**src/rtl/rf_seq_ctrl_pkg.sv**
```systemverilog
// rf_seq_pkg: shared types and sizing for the systolic-array register-file sequencer.
package rf_seq_pkg;

  localparam int N          = 8;
  localparam int DATA_W     = 16;
  localparam int ADDR_W     = 32;
  localparam int FIFO_DEPTH = 8;
  localparam int STAT_W     = 4;

  localparam int NUM_FIFO = 2 * N;
  localparam int STATUS_W = NUM_FIFO * STAT_W;
  localparam int NN       = N * N;
  localparam int SKEW     = 2 * N - 2;

  localparam int LOAD_W  = $clog2(NN);
  localparam int SLICE_W = $clog2(N);
  localparam int SKEW_W  = $clog2(SKEW + 1);

  localparam logic [LOAD_W-1:0]  LAST_LOAD  = LOAD_W'(NN - 1);
  localparam logic [SLICE_W-1:0] LAST_SLICE = SLICE_W'(N - 1);
  localparam logic [SKEW_W-1:0]  SKEW_INIT  = SKEW_W'(SKEW);
  localparam logic [STAT_W-1:0]  NEAR_FULL  = STAT_W'(FIFO_DEPTH - 1);

  typedef enum logic [2:0] {
    IDLE,
    LOAD,
    PUSH,
    DRAIN,
    FLUSH
  } rf_seq_state_t;

  // Widen a load counter into a full RF word address.
  function automatic logic [ADDR_W-1:0] zext_addr(input logic [LOAD_W-1:0] v);
    return {{(ADDR_W - LOAD_W){1'b0}}, v};
  endfunction

endpackage

```
**src/rtl/rf_seq_ctrl_if.sv**
```systemverilog
// rf_seq_ctrl_if: host stream, RF write port and FIFO control bundle of the sequencer.
interface rf_seq_ctrl_if;
  import rf_seq_pkg::*;

  logic                i_start;
  logic                o_busy;
  logic                o_done;
  logic [DATA_W-1:0]   i_in_data;
  logic                i_in_valid;
  logic                o_in_ready;
  logic                o_rf_enable;
  logic                o_rf_write;
  logic                o_fifo_write;
  logic                o_fifo_enable;
  logic [ADDR_W-1:0]   o_addr;
  logic [DATA_W-1:0]   o_data;
  logic [STATUS_W-1:0] i_fifo_status;

  modport master (
    output i_start, i_in_data, i_in_valid, i_fifo_status,
    input  o_busy, o_done, o_in_ready, o_rf_enable, o_rf_write,
           o_fifo_write, o_fifo_enable, o_addr, o_data
  );

  modport slave (
    input  i_start, i_in_data, i_in_valid, i_fifo_status,
    output o_busy, o_done, o_in_ready, o_rf_enable, o_rf_write,
           o_fifo_write, o_fifo_enable, o_addr, o_data
  );

endinterface

```
**src/rtl/rf_seq_ctrl_fifo_mon.sv**
```systemverilog
// rf_fifo_mon: folds the per-FIFO occupancy counts into the two flags the sequencer acts on.
module rf_fifo_mon
  import rf_seq_pkg::*;
(
  input  logic [STATUS_W-1:0] i_fifo_status,
  output logic                o_all_empty,
  output logic                o_any_near_full
);

  // Scan every feed FIFO: empty only if all are zero, near-full if any can take at most one more.
  always_comb begin
    o_all_empty     = 1'b1;
    o_any_near_full = 1'b0;
    for (int i = 0; i < NUM_FIFO; i++) begin
      if (i_fifo_status[i*STAT_W +: STAT_W] != '0) begin
        o_all_empty = 1'b0;
      end
      if (i_fifo_status[i*STAT_W +: STAT_W] >= NEAR_FULL) begin
        o_any_near_full = 1'b1;
      end
    end
  end

endmodule

```
**src/rtl/rf_seq_ctrl.sv**
```systemverilog
// rf_seq_ctrl: loads an NxN matrix into the RF, pushes its slices into the feed FIFOs,
// drains them into the array and waits out the array skew before signalling completion.
module rf_seq_ctrl
  import rf_seq_pkg::*;
(
  input logic          clk,
  input logic          rst_n,
  rf_seq_ctrl_if.slave bus
);

  rf_seq_state_t       r_state, w_state_nx;
  logic                r_busy, w_busy_nx;
  logic                r_done, w_done_nx;
  logic                r_in_ready, w_in_ready_nx;
  logic                r_rf_enable, w_rf_enable_nx;
  logic                r_rf_write, w_rf_write_nx;
  logic                r_fifo_write, w_fifo_write_nx;
  logic                r_fifo_enable, w_fifo_enable_nx;
  logic [ADDR_W-1:0]   r_addr, w_addr_nx;
  logic [DATA_W-1:0]   r_data, w_data_nx;
  logic [LOAD_W-1:0]   r_load_cnt, w_load_cnt_nx;
  logic [SLICE_W-1:0]  r_slice_cnt, w_slice_cnt_nx;
  logic [SKEW_W-1:0]   r_skew_cnt, w_skew_cnt_nx;

  logic w_all_empty;
  logic w_any_near_full;
  logic w_handshake;

  rf_fifo_mon u_fifo_mon (
    .i_fifo_status   (bus.i_fifo_status),
    .o_all_empty     (w_all_empty),
    .o_any_near_full (w_any_near_full)
  );

  assign w_handshake = bus.i_in_valid & r_in_ready;

  // State, counters and every output are held in registers; reset abandons any job in flight.
  always_ff @(posedge clk or negedge rst_n) begin
    if (!rst_n) begin
      r_state       <= IDLE;
      r_busy        <= 1'b0;
      r_done        <= 1'b0;
      r_in_ready    <= 1'b0;
      r_rf_enable   <= 1'b0;
      r_rf_write    <= 1'b0;
      r_fifo_write  <= 1'b0;
      r_fifo_enable <= 1'b0;
      r_addr        <= '0;
      r_data        <= '0;
      r_load_cnt    <= '0;
      r_slice_cnt   <= '0;
      r_skew_cnt    <= '0;
    end else begin
      r_state       <= w_state_nx;
      r_busy        <= w_busy_nx;
      r_done        <= w_done_nx;
      r_in_ready    <= w_in_ready_nx;
      r_rf_enable   <= w_rf_enable_nx;
      r_rf_write    <= w_rf_write_nx;
      r_fifo_write  <= w_fifo_write_nx;
      r_fifo_enable <= w_fifo_enable_nx;
      r_addr        <= w_addr_nx;
      r_data        <= w_data_nx;
      r_load_cnt    <= w_load_cnt_nx;
      r_slice_cnt   <= w_slice_cnt_nx;
      r_skew_cnt    <= w_skew_cnt_nx;
    end
  end

  // Job sequencing: strobes default low, levels and address/data hold unless a phase changes them.
  always_comb begin
    w_state_nx       = r_state;
    w_busy_nx        = r_busy;
    w_done_nx        = 1'b0;
    w_in_ready_nx    = r_in_ready;
    w_rf_enable_nx   = r_rf_enable;
    w_rf_write_nx    = 1'b0;
    w_fifo_write_nx  = 1'b0;
    w_fifo_enable_nx = r_fifo_enable;
    w_addr_nx        = r_addr;
    w_data_nx        = r_data;
    w_load_cnt_nx    = r_load_cnt;
    w_slice_cnt_nx   = r_slice_cnt;
    w_skew_cnt_nx    = r_skew_cnt;

    case (r_state)
      IDLE: begin
        if (bus.i_start) begin
          w_state_nx     = LOAD;
          w_busy_nx      = 1'b1;
          w_in_ready_nx  = 1'b1;
          w_rf_enable_nx = 1'b1;
          w_load_cnt_nx  = '0;
          w_slice_cnt_nx = '0;
          w_skew_cnt_nx  = '0;
        end
      end

      LOAD: begin
        if (w_handshake) begin
          w_rf_write_nx = 1'b1;
          w_addr_nx     = zext_addr(r_load_cnt);
          w_data_nx     = bus.i_in_data;
          w_load_cnt_nx = r_load_cnt + 1'b1;
          if (r_load_cnt == LAST_LOAD) begin
            w_state_nx    = PUSH;
            w_in_ready_nx = 1'b0;
          end
        end
      end

      PUSH: begin
        w_fifo_enable_nx = r_fifo_enable | r_fifo_write;
        if (!w_any_near_full) begin
          w_fifo_write_nx = 1'b1;
          w_addr_nx       = zext_addr({{(LOAD_W - SLICE_W){1'b0}}, r_slice_cnt});
          w_slice_cnt_nx  = r_slice_cnt + 1'b1;
          if (r_slice_cnt == LAST_SLICE) begin
            w_state_nx = DRAIN;
          end
        end
      end

      DRAIN: begin
        if (w_all_empty) begin
          w_state_nx       = FLUSH;
          w_skew_cnt_nx    = SKEW_INIT;
          w_fifo_enable_nx = 1'b0;
        end else begin
          w_fifo_enable_nx = 1'b1;
        end
      end

      FLUSH: begin
        if (r_skew_cnt == '0) begin
          w_state_nx     = IDLE;
          w_done_nx      = 1'b1;
          w_busy_nx      = 1'b0;
          w_rf_enable_nx = 1'b0;
        end else begin
          w_skew_cnt_nx = r_skew_cnt - 1'b1;
        end
      end

      default: begin
        w_state_nx = IDLE;
      end
    endcase
  end

  assign bus.o_busy        = r_busy;
  assign bus.o_done        = r_done;
  assign bus.o_in_ready    = r_in_ready;
  assign bus.o_rf_enable   = r_rf_enable;
  assign bus.o_rf_write    = r_rf_write;
  assign bus.o_fifo_write  = r_fifo_write;
  assign bus.o_fifo_enable = r_fifo_enable;
  assign bus.o_addr        = r_addr;
  assign bus.o_data        = r_data;

endmodule

```
**src/flat_wrapper.sv**
```systemverilog
// flat-port wrapper written by rule: the top's interface ports become plain ports
module rf_seq_ctrl_flat import rf_seq_pkg::*;
  (clk, rst_n, bus_i_start, bus_i_in_data, bus_i_in_valid, bus_i_fifo_status, bus_o_busy, bus_o_done, bus_o_in_ready, bus_o_rf_enable, bus_o_rf_write, bus_o_fifo_write, bus_o_fifo_enable, bus_o_addr, bus_o_data);
  rf_seq_ctrl_if bus_i ();
  input logic clk;
  input logic rst_n;
  input wire logic [$bits(bus_i.i_start)-1:0] bus_i_start;
  input wire logic [$bits(bus_i.i_in_data)-1:0] bus_i_in_data;
  input wire logic [$bits(bus_i.i_in_valid)-1:0] bus_i_in_valid;
  input wire logic [$bits(bus_i.i_fifo_status)-1:0] bus_i_fifo_status;
  output wire logic [$bits(bus_i.o_busy)-1:0] bus_o_busy;
  output wire logic [$bits(bus_i.o_done)-1:0] bus_o_done;
  output wire logic [$bits(bus_i.o_in_ready)-1:0] bus_o_in_ready;
  output wire logic [$bits(bus_i.o_rf_enable)-1:0] bus_o_rf_enable;
  output wire logic [$bits(bus_i.o_rf_write)-1:0] bus_o_rf_write;
  output wire logic [$bits(bus_i.o_fifo_write)-1:0] bus_o_fifo_write;
  output wire logic [$bits(bus_i.o_fifo_enable)-1:0] bus_o_fifo_enable;
  output wire logic [$bits(bus_i.o_addr)-1:0] bus_o_addr;
  output wire logic [$bits(bus_i.o_data)-1:0] bus_o_data;
  assign bus_i.i_start = bus_i_start;
  assign bus_i.i_in_data = bus_i_in_data;
  assign bus_i.i_in_valid = bus_i_in_valid;
  assign bus_i.i_fifo_status = bus_i_fifo_status;
  assign bus_o_busy = bus_i.o_busy;
  assign bus_o_done = bus_i.o_done;
  assign bus_o_in_ready = bus_i.o_in_ready;
  assign bus_o_rf_enable = bus_i.o_rf_enable;
  assign bus_o_rf_write = bus_i.o_rf_write;
  assign bus_o_fifo_write = bus_i.o_fifo_write;
  assign bus_o_fifo_enable = bus_i.o_fifo_enable;
  assign bus_o_addr = bus_i.o_addr;
  assign bus_o_data = bus_i.o_data;
  rf_seq_ctrl u_core (.clk(clk), .rst_n(rst_n), .bus(bus_i));
endmodule
```
**config.mk**
```make
export PLATFORM = sky130hd
export DESIGN_NAME = rf_seq_ctrl_flat
export DESIGN_NICKNAME = d
export VERILOG_FILES = /design/src/rtl/rf_seq_ctrl_pkg.sv /design/src/rtl/rf_seq_ctrl_if.sv /design/src/rtl/rf_seq_ctrl_fifo_mon.sv /design/src/rtl/rf_seq_ctrl.sv /design/src/flat_wrapper.sv
export SDC_FILE = /design/constraint.sdc
export NUM_CORES = 1
export LEC_CHECK = 0
export CORE_MARGIN = 3
export CORE_UTILIZATION = 42
export CTS_CLUSTER_DIAMETER = 30
export CTS_CLUSTER_SIZE = 16
export DETAILED_ROUTE_END_ITERATION = 16
export PLACE_DENSITY = 0.94
export SLEW_MARGIN = 20
export SYNTH_ARGS = -nofsm -noshare
export SYNTH_HDL_FRONTEND = slang
export SYNTH_SLANG_ARGS = --single-unit
```
**constraint.sdc**
```tcl
create_clock -name clk -period 2.7 [get_ports clk]
set_input_delay 0.405 -clock clk [delete_from_list [all_inputs] [get_ports clk]]
set_output_delay 0.405 -clock clk [all_outputs]
set_load 0.05 [all_outputs]
```
; Yosys cells after proc, flatten, opt, wreduce, memory -nomap -nowiden
; Index checks and enable logic that the tools add are counted.
; Widths: inputs -> output; s select.
[totals]
output_inout_bits = 55
inputBits = 84
wordCells = 146
register_bits = 70
[op_classes]
muxes = 67
n_addsub = 3
n_eq_ne = 14
n_lt_le_gt_ge = 16
reduce_logical = 32
bitwise = 2
[ops]
columns = op, n
row1 = $ge 4x3->1 const B, 16
row2 = $mux 32, 2
row3 = $pmux 32 s2, 1
row4 = $reduce_bool 4->1, 16
row5 = $mux 1, 43
row6 = $mux 3, 9
row7 = $pmux 3 s5, 1
row8 = $mux 4, 3
row9 = $mux 6, 2
row10 = $pmux 4 s3, 1
row11 = $pmux 6 s2, 1
row12 = $reduce_and 3->1, 4
row13 = $reduce_bool 2->1, 5
row14 = $ne 2x1->1 const B, 4
row15 = $ne 2x2->1 const B, 4
row16 = $reduce_and 4->1, 2
row17 = $reduce_and 7->1, 1
row18 = $add 6x1->6 const B, 1
row19 = $eq 3x2->1 const B, 2
row20 = $eq 3x3->1 const B, 2
row21 = $eq 6x6->1 const B, 1
row22 = $pmux 1 s2, 3
row23 = $pmux 3 s2, 1
row24 = $logic_not 4->1, 1
row25 = 8 further kinds, 8

; Logic depth before layout (Yosys ltp)
; Gate-level depths: netlist of run 1.
[depth]
word_depth = 19
mapped_depth = 8

; Hierarchy
; Synthesis of run 1 repeated with hierarchy kept, for this count alone.
[hier_totals]
cells_unflattened = 248
area_unflattened_um2 = 2544.9
[by_module_without_submodules]
columns = module, area_per_inst_um2, n_inst, cells_each, seq_area_each_um2
row1 = rf_seq_ctrl, 2272.2, 1, 207, 1101.1
row2 = rf_fifo_mon, 272.8, 1, 41, 0.0

; Worst setup path before layout of run 1
; OpenSTA, ideal clock, no wires.
[synth_timing]
kind = register to register
from = register u_core.r_skew_cnt[0]
to = register u_core.r_skew_cnt[2]
path_buffers = 0
period_less_slack_ns = 1.731
stages_incl_launch_ff = 8
setup_slack_ns = 0.969
arrival_time_ns = 1.610
cell_sequence = dfrtp_1 -> inv_1 -> ha_1 -> or3b_1 -> mux2_2 -> nand2_4 -> a21oi_2 -> o22a_1
[synth_via]
elab_chain_len = 3
elab_cells_between_ends = 6
cone_classes = add/sub: 1 / eq/ne: 1 / mux: 2 / reduce/logical: 2
[synth_rtl]
columns = item, line_no
row1 = "start, declared", rf_seq_ctrl.sv:23  ; logic [SKEW_W-1:0] r_skew_cnt, w_skew_cnt_nx;
row2 = "start signal, assigned", rf_seq_ctrl.sv:66  ; r_skew_cnt <= w_skew_cnt_nx;
row3 = $sub 4x1->4 or $logic_not 4->1 (tied branches), "rf_seq_ctrl.sv:141, rf_seq_ctrl.sv:135"
row4 = $mux 4 or $ne 2x2->1 (tied branches), n/a
row5 = $pmux 4 s3 or $reduce_and 4->1 (tied branches), n/a
; Several ways; a longest one is shown, not always the timed one. The select of a mux whose other input is x is not followed.
; A chain may end at the register's enable or synchronous reset.

; Worst setup path after layout of run 1
[layout_timing]
from = input bus_i_fifo_status[46]
to = register u_core.r_skew_cnt[2]
[layout_via]
elab_chain_len = 8
[layout_rtl]
columns = item, line_no
row1 = "start, declared", flat_wrapper.sv:10  ; input wire logic [$bits(bus_i.i_fifo_status)-1:0] bus_i_fifo_status;
row2 = $reduce_bool 4->1, rf_seq_ctrl_fifo_mon.sv:15  ; if (i_fifo_status[i*STAT_W +: STAT_W] != '0) begin
row3 = $mux 1 (5 in a row), rf_seq_ctrl_fifo_mon.sv:15
row4 = $ne 2x2->1 (no source line), n/a
row5 = $reduce_and 4->1 (no source line), n/a
; No other way between the ends.

==> results of run 1 <==
## layout by cell type, fill, tap and decap left out, types with 2 or more instances in the layout
master | synthesis | final
clkdlybuf4s50_1 | 0 | 111
nor4_2 | 4 | 4
nand3_1 | 14 | 14
a31oi_1 | 5 | 5
clkinv_2 | 0 | 2
dfrtp_1 | 44 | 44
nand4_1 | 11 | 11
inv_1 | 3 | 3
a21oi_1 | 5 | 5
nor2b_1 | 2 | 2
and3_1 | 5 | 5
nand2b_1 | 5 | 5
nor2_1 | 15 | 15
mux2_2 | 3 | 3
buf_4 | 29 | 4
o21ai_0 | 5 | 5
clkbuf_8 | 0 | 6
nand2_1 | 67 | 67
conb_1 | 1 | 26
nor4_1 | 12 | 12
xor2_1 | 3 | 3
nor3_1 | 3 | 3
o221a_2 | 3 | 3
ha_1 | 4 | 4
## critical path: stages
cell and delay, ps:
clkdlybuf4s50_1 420, nor4_1 420, nand4_1 210, nor4_4 390, nand4b_4 200, a21oi_2 150
o22a_1 130
## flip-flops by register name, indices dropped and copies added, names as in the netlist
| signal | flops |
|---|---|
| u_core.bus.o_rf_write | 1 |
| u_core.bus.o_fifo_write | 1 |
| u_core.r_skew_cnt | 4 |
| u_core.bus.o_fifo_enable | 1 |
| u_core.r_load_cnt | 6 |
| u_core.bus.o_rf_enable | 1 |
| u_core.r_slice_cnt | 3 |
| u_core.r_state | 3 |
| u_core.bus.o_done | 1 |
| u_core.bus.o_data | 16 |
| u_core.bus.o_addr | 6 |
| u_core.bus.o_in_ready | 1 |
## area by class of cell
cell class / instances / area, µm² / area share
Tap cell: 72 / 90.09 / 0.02468
Multi-Input combinational cell: 214 / 1210 / 0.3315
Inverter: 4 / 15.01 / 0.004114
Timing Repair Buffer: 115 / 1141 / 0.3126
Clock inverter: 2 / 10.01 / 0.002743
Clock buffer: 6 / 82.58 / 0.02263
Sequential cell: 44 / 1101 / 0.3017
## stage by stage
step	utilization	total power, mW	instance area (µm²)
2_1_floorplan	-	2.004	2581
6_report	0.6508	2.911	3650
5_1_grt	0.6508	3.089	3650
3_5_place_dp	0.6339	2.489	3555
4_1_cts	0.6504	2.930	3647
3_3_place_gp	0.6339	2.444	3555
## per-layer routing
layer  vias to the layer above  global-route usage
met5                         -                   0
met4                         0             0.04309
met3                         8             0.03472
met2                        58              0.3579
met1                      1097              0.2546
li1                       1136                   -
## cell families (layout without fill, tap and decap cells)
logic type,after synthesis,in the layout,share of synthesized area
AO/OA/AOI/OAI,28,28,0.07797
XOR/XNOR,3,3,0.01057
adder cells (fa/ha/maj),4,4,0.02012
buffers and inverters,40,127,0.1086
flip-flops,44,44,0.4427
multiplexers,4,4,0.01760
other,1,26,0.001508
AND/OR/NAND/NOR,149,149,0.3209
## power breakdown
part	internal, mW	leakage, nW	total [mW]	switching [mW]
Combinational	0.540	1.06	1.48	0.937
Sequential	0.837	0.560	1.01	0.168
Clock	0.204	0.0510	0.429	0.225
Total	1.58	1.67	2.91	1.33
## worst max-delay path by stage
stage          slack, ps                          endpoint  cells past startpoint                              from
3_3_place_gp         340  u_core.r_skew_cnt[2]$_DFFE_PN0P_                      7             bus_i_fifo_status[46]
5_1_grt              540  u_core.r_skew_cnt[2]$_DFFE_PN0P_                      7             bus_i_fifo_status[46]
2_1_floorplan        970  u_core.r_skew_cnt[2]$_DFFE_PN0P_                      7  u_core.r_skew_cnt[0]$_DFFE_PN0P_
4_1_cts              620  u_core.r_skew_cnt[2]$_DFFE_PN0P_                      7             bus_i_fifo_status[46]
3_5_place_dp         310  u_core.r_skew_cnt[2]$_DFFE_PN0P_                      7             bus_i_fifo_status[46]
6_report             620  u_core.r_skew_cnt[2]$_DFFE_PN0P_                      7             bus_i_fifo_status[46]
==> run metrics, run 1 <==
Final GP Congestion=0.8470; num rows=27; DRC=0; Post-Layout Cell Count=457; Total GRT Usage=0.2009; dominant cell type by area after synthesis=dfrtp_1; fin crit share=0.7712; CTS clk-pin slew, worst paths=around 80 ps; Syn Inst Count=273; library cells used by synthesis=48; CTS Buffer Depth=2; hold_ws=86.20 ps; Mapped Avg Cell Area=9.111 µm²; clock sinks=44; Starting Density=0.4436; DP HPWL=5529 µm; dominant synthesized flop cell=dfrtp_1; Worst-Skew Late Latency=300 ps; # fillers=roughly 450; Place WS=309.6 ps; first-pass GRT wire length=11430 µm; met2 routed WL=3734 µm; RR Startpoint=u_core.r_skew_cnt[0]$_DFFE_PN0P_; worst path required time=2940 ps; Post-CTS Hold Buffers=0; top cell type's share of synthesized area=0.4427; achievable frequency=480.2 MHz; TNS Setup=0 ps; Crit Reg-Reg Endpoint=u_core.r_state[0]$_DFFE_PN0P_; synth warn=0; CTS tree=built; Post-DRT Antenna Nets=0; final-report hold violation count=0; GRT overflow=0; DR WL/cell=about 15 µm; DIE WIDTH=between 80 and 90 µm; maximum VDD drop=0.6765 mV; vias in the first global route=2302; port bufs=between 100 and 150; PD cells=about 800 mW/mm²; critical path capture point type=register; Worst Setup Start Kind=primary input; Die Y-Extent=82.96 µm; post-synth design cell area=0.002487 mm²; Max Cap Viol=0; status=finished, final reports clean; PnR worst setup slack=617.7 ps; nets=472; FF+latch count, synth=44; wirelength, routed=6947 µm; RSZ-0062 raised after global routing=no; largest net degree at the start of global routing=45; hold crit path type=in2async; CTS buffer count=5; Commonest cells post-synth=nand2_1 (67), dfrtp_1 (44), buf_4 (29); H-tree levels=2; antenna violations before repair=0; Antenna diodes=0; setup bufs post-CTS=0; Worst Tran Pin Value=577.0 ps; top cells by area, synth=dfrtp_1 (44%), nand2_1 (10%), buf_4 (8.8%), nor4_1 (3.0%), nand3_1 (2.8%); layout cells sized above 1=0.07792; EDFF count, synth=0; most numerous cell in the Yosys netlist=nand2_1; cells resized by post-CTS repair=0; clock skew=6.722 ps; DRT met1 WL=2868 µm; DR vias=2299; initial drt markers=between 100 and 150; Highest Signal Layer=met4; die footprint=0.006882 mm²; sequential area share after synthesis=0.4427; critical path peak fanout=6; Synth-to-Final Area Change=46.73%; Core Area=0.005608 mm²; Setup violations, final=0; fin crit period=2082 ps; post-synthesis async set-or-reset flop share=1.000; leakage=1.669 nW; DR WL met3=between 200 and 300 µm; Worst Reg2Reg Path Length in Cells=8; Crit path arrival time=2320 ps; Root Buffer=clkbuf_8; Slew HR=0.6139; Final Max Tran Viols=0; drt first pass iters=4; drt via density=5.031; placed cells=449; internal reg-to-reg setup slack=around 730 ps; kind of critical path=in2reg; io pins=139
No activity file was read; power rests on OpenSTA's default activity.
==> run 2: changes to the inputs <==
--- a/config.mk
+++ b/config.mk
@@ -6,11 +6,11 @@
 export NUM_CORES = 1
 export LEC_CHECK = 0
 export CORE_MARGIN = 3
-export CORE_UTILIZATION = 42
+export CORE_UTILIZATION = 35
 export CTS_CLUSTER_DIAMETER = 30
 export CTS_CLUSTER_SIZE = 16
 export DETAILED_ROUTE_END_ITERATION = 16
-export PLACE_DENSITY = 0.94
+export PLACE_DENSITY = 0.84
 export SLEW_MARGIN = 20
 export SYNTH_ARGS = -nofsm -noshare
 export SYNTH_HDL_FRONTEND = slang
==> constraint.sdc (replaced) <==
create_clock -name clk -period 1.8 [get_ports clk]
set_input_delay 0.27 -clock clk [delete_from_list [all_inputs] [get_ports clk]]
set_output_delay 0.27 -clock clk [all_outputs]
set_load 0.05 [all_outputs]
==> run 2 against run 1 <==
Effect of this change: via count rose by 5.8%; first-iteration DRC count rose by 7.6%; cell count rose by 11%; sequential share of layout area fell by 3.0 points; clock power rose by 69%; sequential cell count did not move; utilization fell by 5.8 points; clock skew rose by 3.2 ps; non-clock buffer count rose by 26; critical path depth fell by 6; hold slack improved by 360 ps; die area rose by 18%; critical path type is now reg2out; highest routed layer unchanged.
==> run metrics, run 2 (synthesis gave the netlist of run 1 again) <==
Total GRT Usage=0.1779; DR WL/cell=14.71 µm; Crit-path slowest cell=clkdlybuf4s50_1; area of the multi-input gates=approximately 0.0013 mm²; finished layout cell area=around 0.0041 mm²; RSZ-0062 raised after global routing=yes; commonest cells after routing, fill and taps aside=clkdlybuf4s50_1 (67), nand2_1 (66), dfrtp_1 (44), buf_4 (37), dlymetal6s2s_1 (28); Crit path arrival time=1470 ps; CTS tree=built; dpl cell area=~0.0037 mm²; port bufs=between 100 and 150; Core Area=roughly 0.0068 mm²; DRC=0; GRT overflow=0; die footprint=0.008154 mm²; max FFs per register=16; Die Y-Extent=90.30 µm; DR vias=2433; Antenna diodes=0; post-layout util=0.5932; worst path required time=1530 ps; Post-DRT Antenna Nets=0; drt via density=4.818; worst stage delay on the critical path=approximately 810 ps; most common cell after layout, fill and taps aside=clkdlybuf4s50_1; wirelength, routed=roughly 7400 µm; achievable frequency=574.1 MHz; status=finished, final reports clean; Final Max Tran Viols=0; antenna violations before repair=0; crit-path cells=clkdlybuf4s50_1; Critical path buffers and inverters=1; clock skew=9.891 ps; DIE WIDTH=around 90 µm; Setup violations, final=0; final-report hold violation count=0; Slew HR=0.6461; Root Buffer=clkbuf_8; CTS Buffer Depth=2; first-pass GRT wire length=11830 µm; io pins=around 140; register cell area after layout=0.001101 mm²; largest net degree at the start of global routing=21; drt first pass iters=4; Synth-to-Final Area Change=62.93%; CP delay by family, top=buffers and inverters; Post-Layout Cell Count=between 500 and 600; CTS buffer count=5; layout cells sized above 1=0.2005; DP HPWL=5758 µm; initial drt markers=141; maximum VDD drop=1.006 mV; kind of critical path=reg2out; nets=498; fin crit period=1742 ps; CTS clk-pin slew, worst paths=around 80 ps; overall power=4.684 mW; leakage=2.092 nW; fin crit share=0.9677; PD cells=1156 mW/mm²; H-tree levels=2; internal reg-to-reg setup slack=70 ps; critical path capture point type=primary output; Starting Density=0.3641; Worst Tran Pin Value=529.9 ps; hold crit path type=in2async; Final GP Congestion=0.9085; placed cells=493; Max Cap Viol=0; Worst Setup Start Kind=register; # fillers=577; hold_ws=~450 ps; clock sinks=44; num rows=30; critical path peak fanout=2; Worst-Skew Late Latency=around 300 ps; vias in the first global route=2406
[run 2: cell count changes in the layout (fill, tap and decap cells not counted), moves of 3 or more]
cell	previous run	this run
buf_4	4	37
clkdlybuf4s50_1	111	67
dlygate4sd2_1	0	6
dlymetal6s2s_1	0	28
nor4_1	12	2
nor4_2	4	11
nor4_4	1	4
[run 2: path summary, 6_finish.rpt]
kind                                                       start                                end  cells past startpoint
worst min register to register  u_core.bus.o_data[5]$_DFFE_PN0P_   u_core.bus.o_data[5]$_DFFE_PN0P_                      2
max in group asynchronous                                  rst_n   u_core.bus.o_data[9]$_DFFE_PN0P_                      3
worst max-delay path            u_core.bus.o_data[7]$_DFFE_PN0P_                      bus_o_data[7]                      1
min in group clk                u_core.bus.o_data[5]$_DFFE_PN0P_   u_core.bus.o_data[5]$_DFFE_PN0P_                      2
worst min-delay path                                       rst_n  u_core.bus.o_data[12]$_DFFE_PN0P_                      2
worst max register to register  u_core.r_skew_cnt[1]$_DFFE_PN0P_   u_core.r_skew_cnt[2]$_DFFE_PN0P_                      8
[run 2: power by group]
| group | total, mW | internal (mW) | leakage [nW] | switching, mW |
|---|---|---|---|---|
| Clock | 0.723 | 0.399 | 0.0501 | 0.324 |
| Combinational | 2.51 | 0.979 | 1.48 | 1.54 |
| Sequential | 1.45 | 1.26 | 0.560 | 0.190 |
[run 2: timing repair]
item / CTS / global route
hold endpoints to repair: 18 / 0
pin swaps: 10 / 23
setup endpoints to repair: 7 / 13
gates resized for setup: 14 / 45
hold buffers: 1 / 0
buffers inserted: 1 / 4
[run 2: area by class of cell]
type	count	share of cell area
sequential	44	0.2717
tap	96	0.02964
multi-input combinational	214	0.3285
clock inverter	1	0.007410
timing repair buffer	141	0.3421
clock buffer	5	0.01698
inverter	4	0.003705
[run 2: metrics by stage]
step           setup slack [ps]  TNS [ps]
2_1_floorplan             69.31         0
3_3_place_gp             -367.0     -3614
3_5_place_dp             -452.8     -4164
4_1_cts                  0.9654         0
5_1_grt                  -50.20    -136.1
6_report                  58.08         0
[run 2: per-layer routing]
layer,share of wire,wire (µm),track usage,up-vias
met5,0,0,0,-
met4,0.021,153,0.04974,0
met3,0.039,292,0.03750,15
met2,0.54,3980,0.3080,69
met1,0.40,3003,0.2245,1166
li1,-,-,-,1183
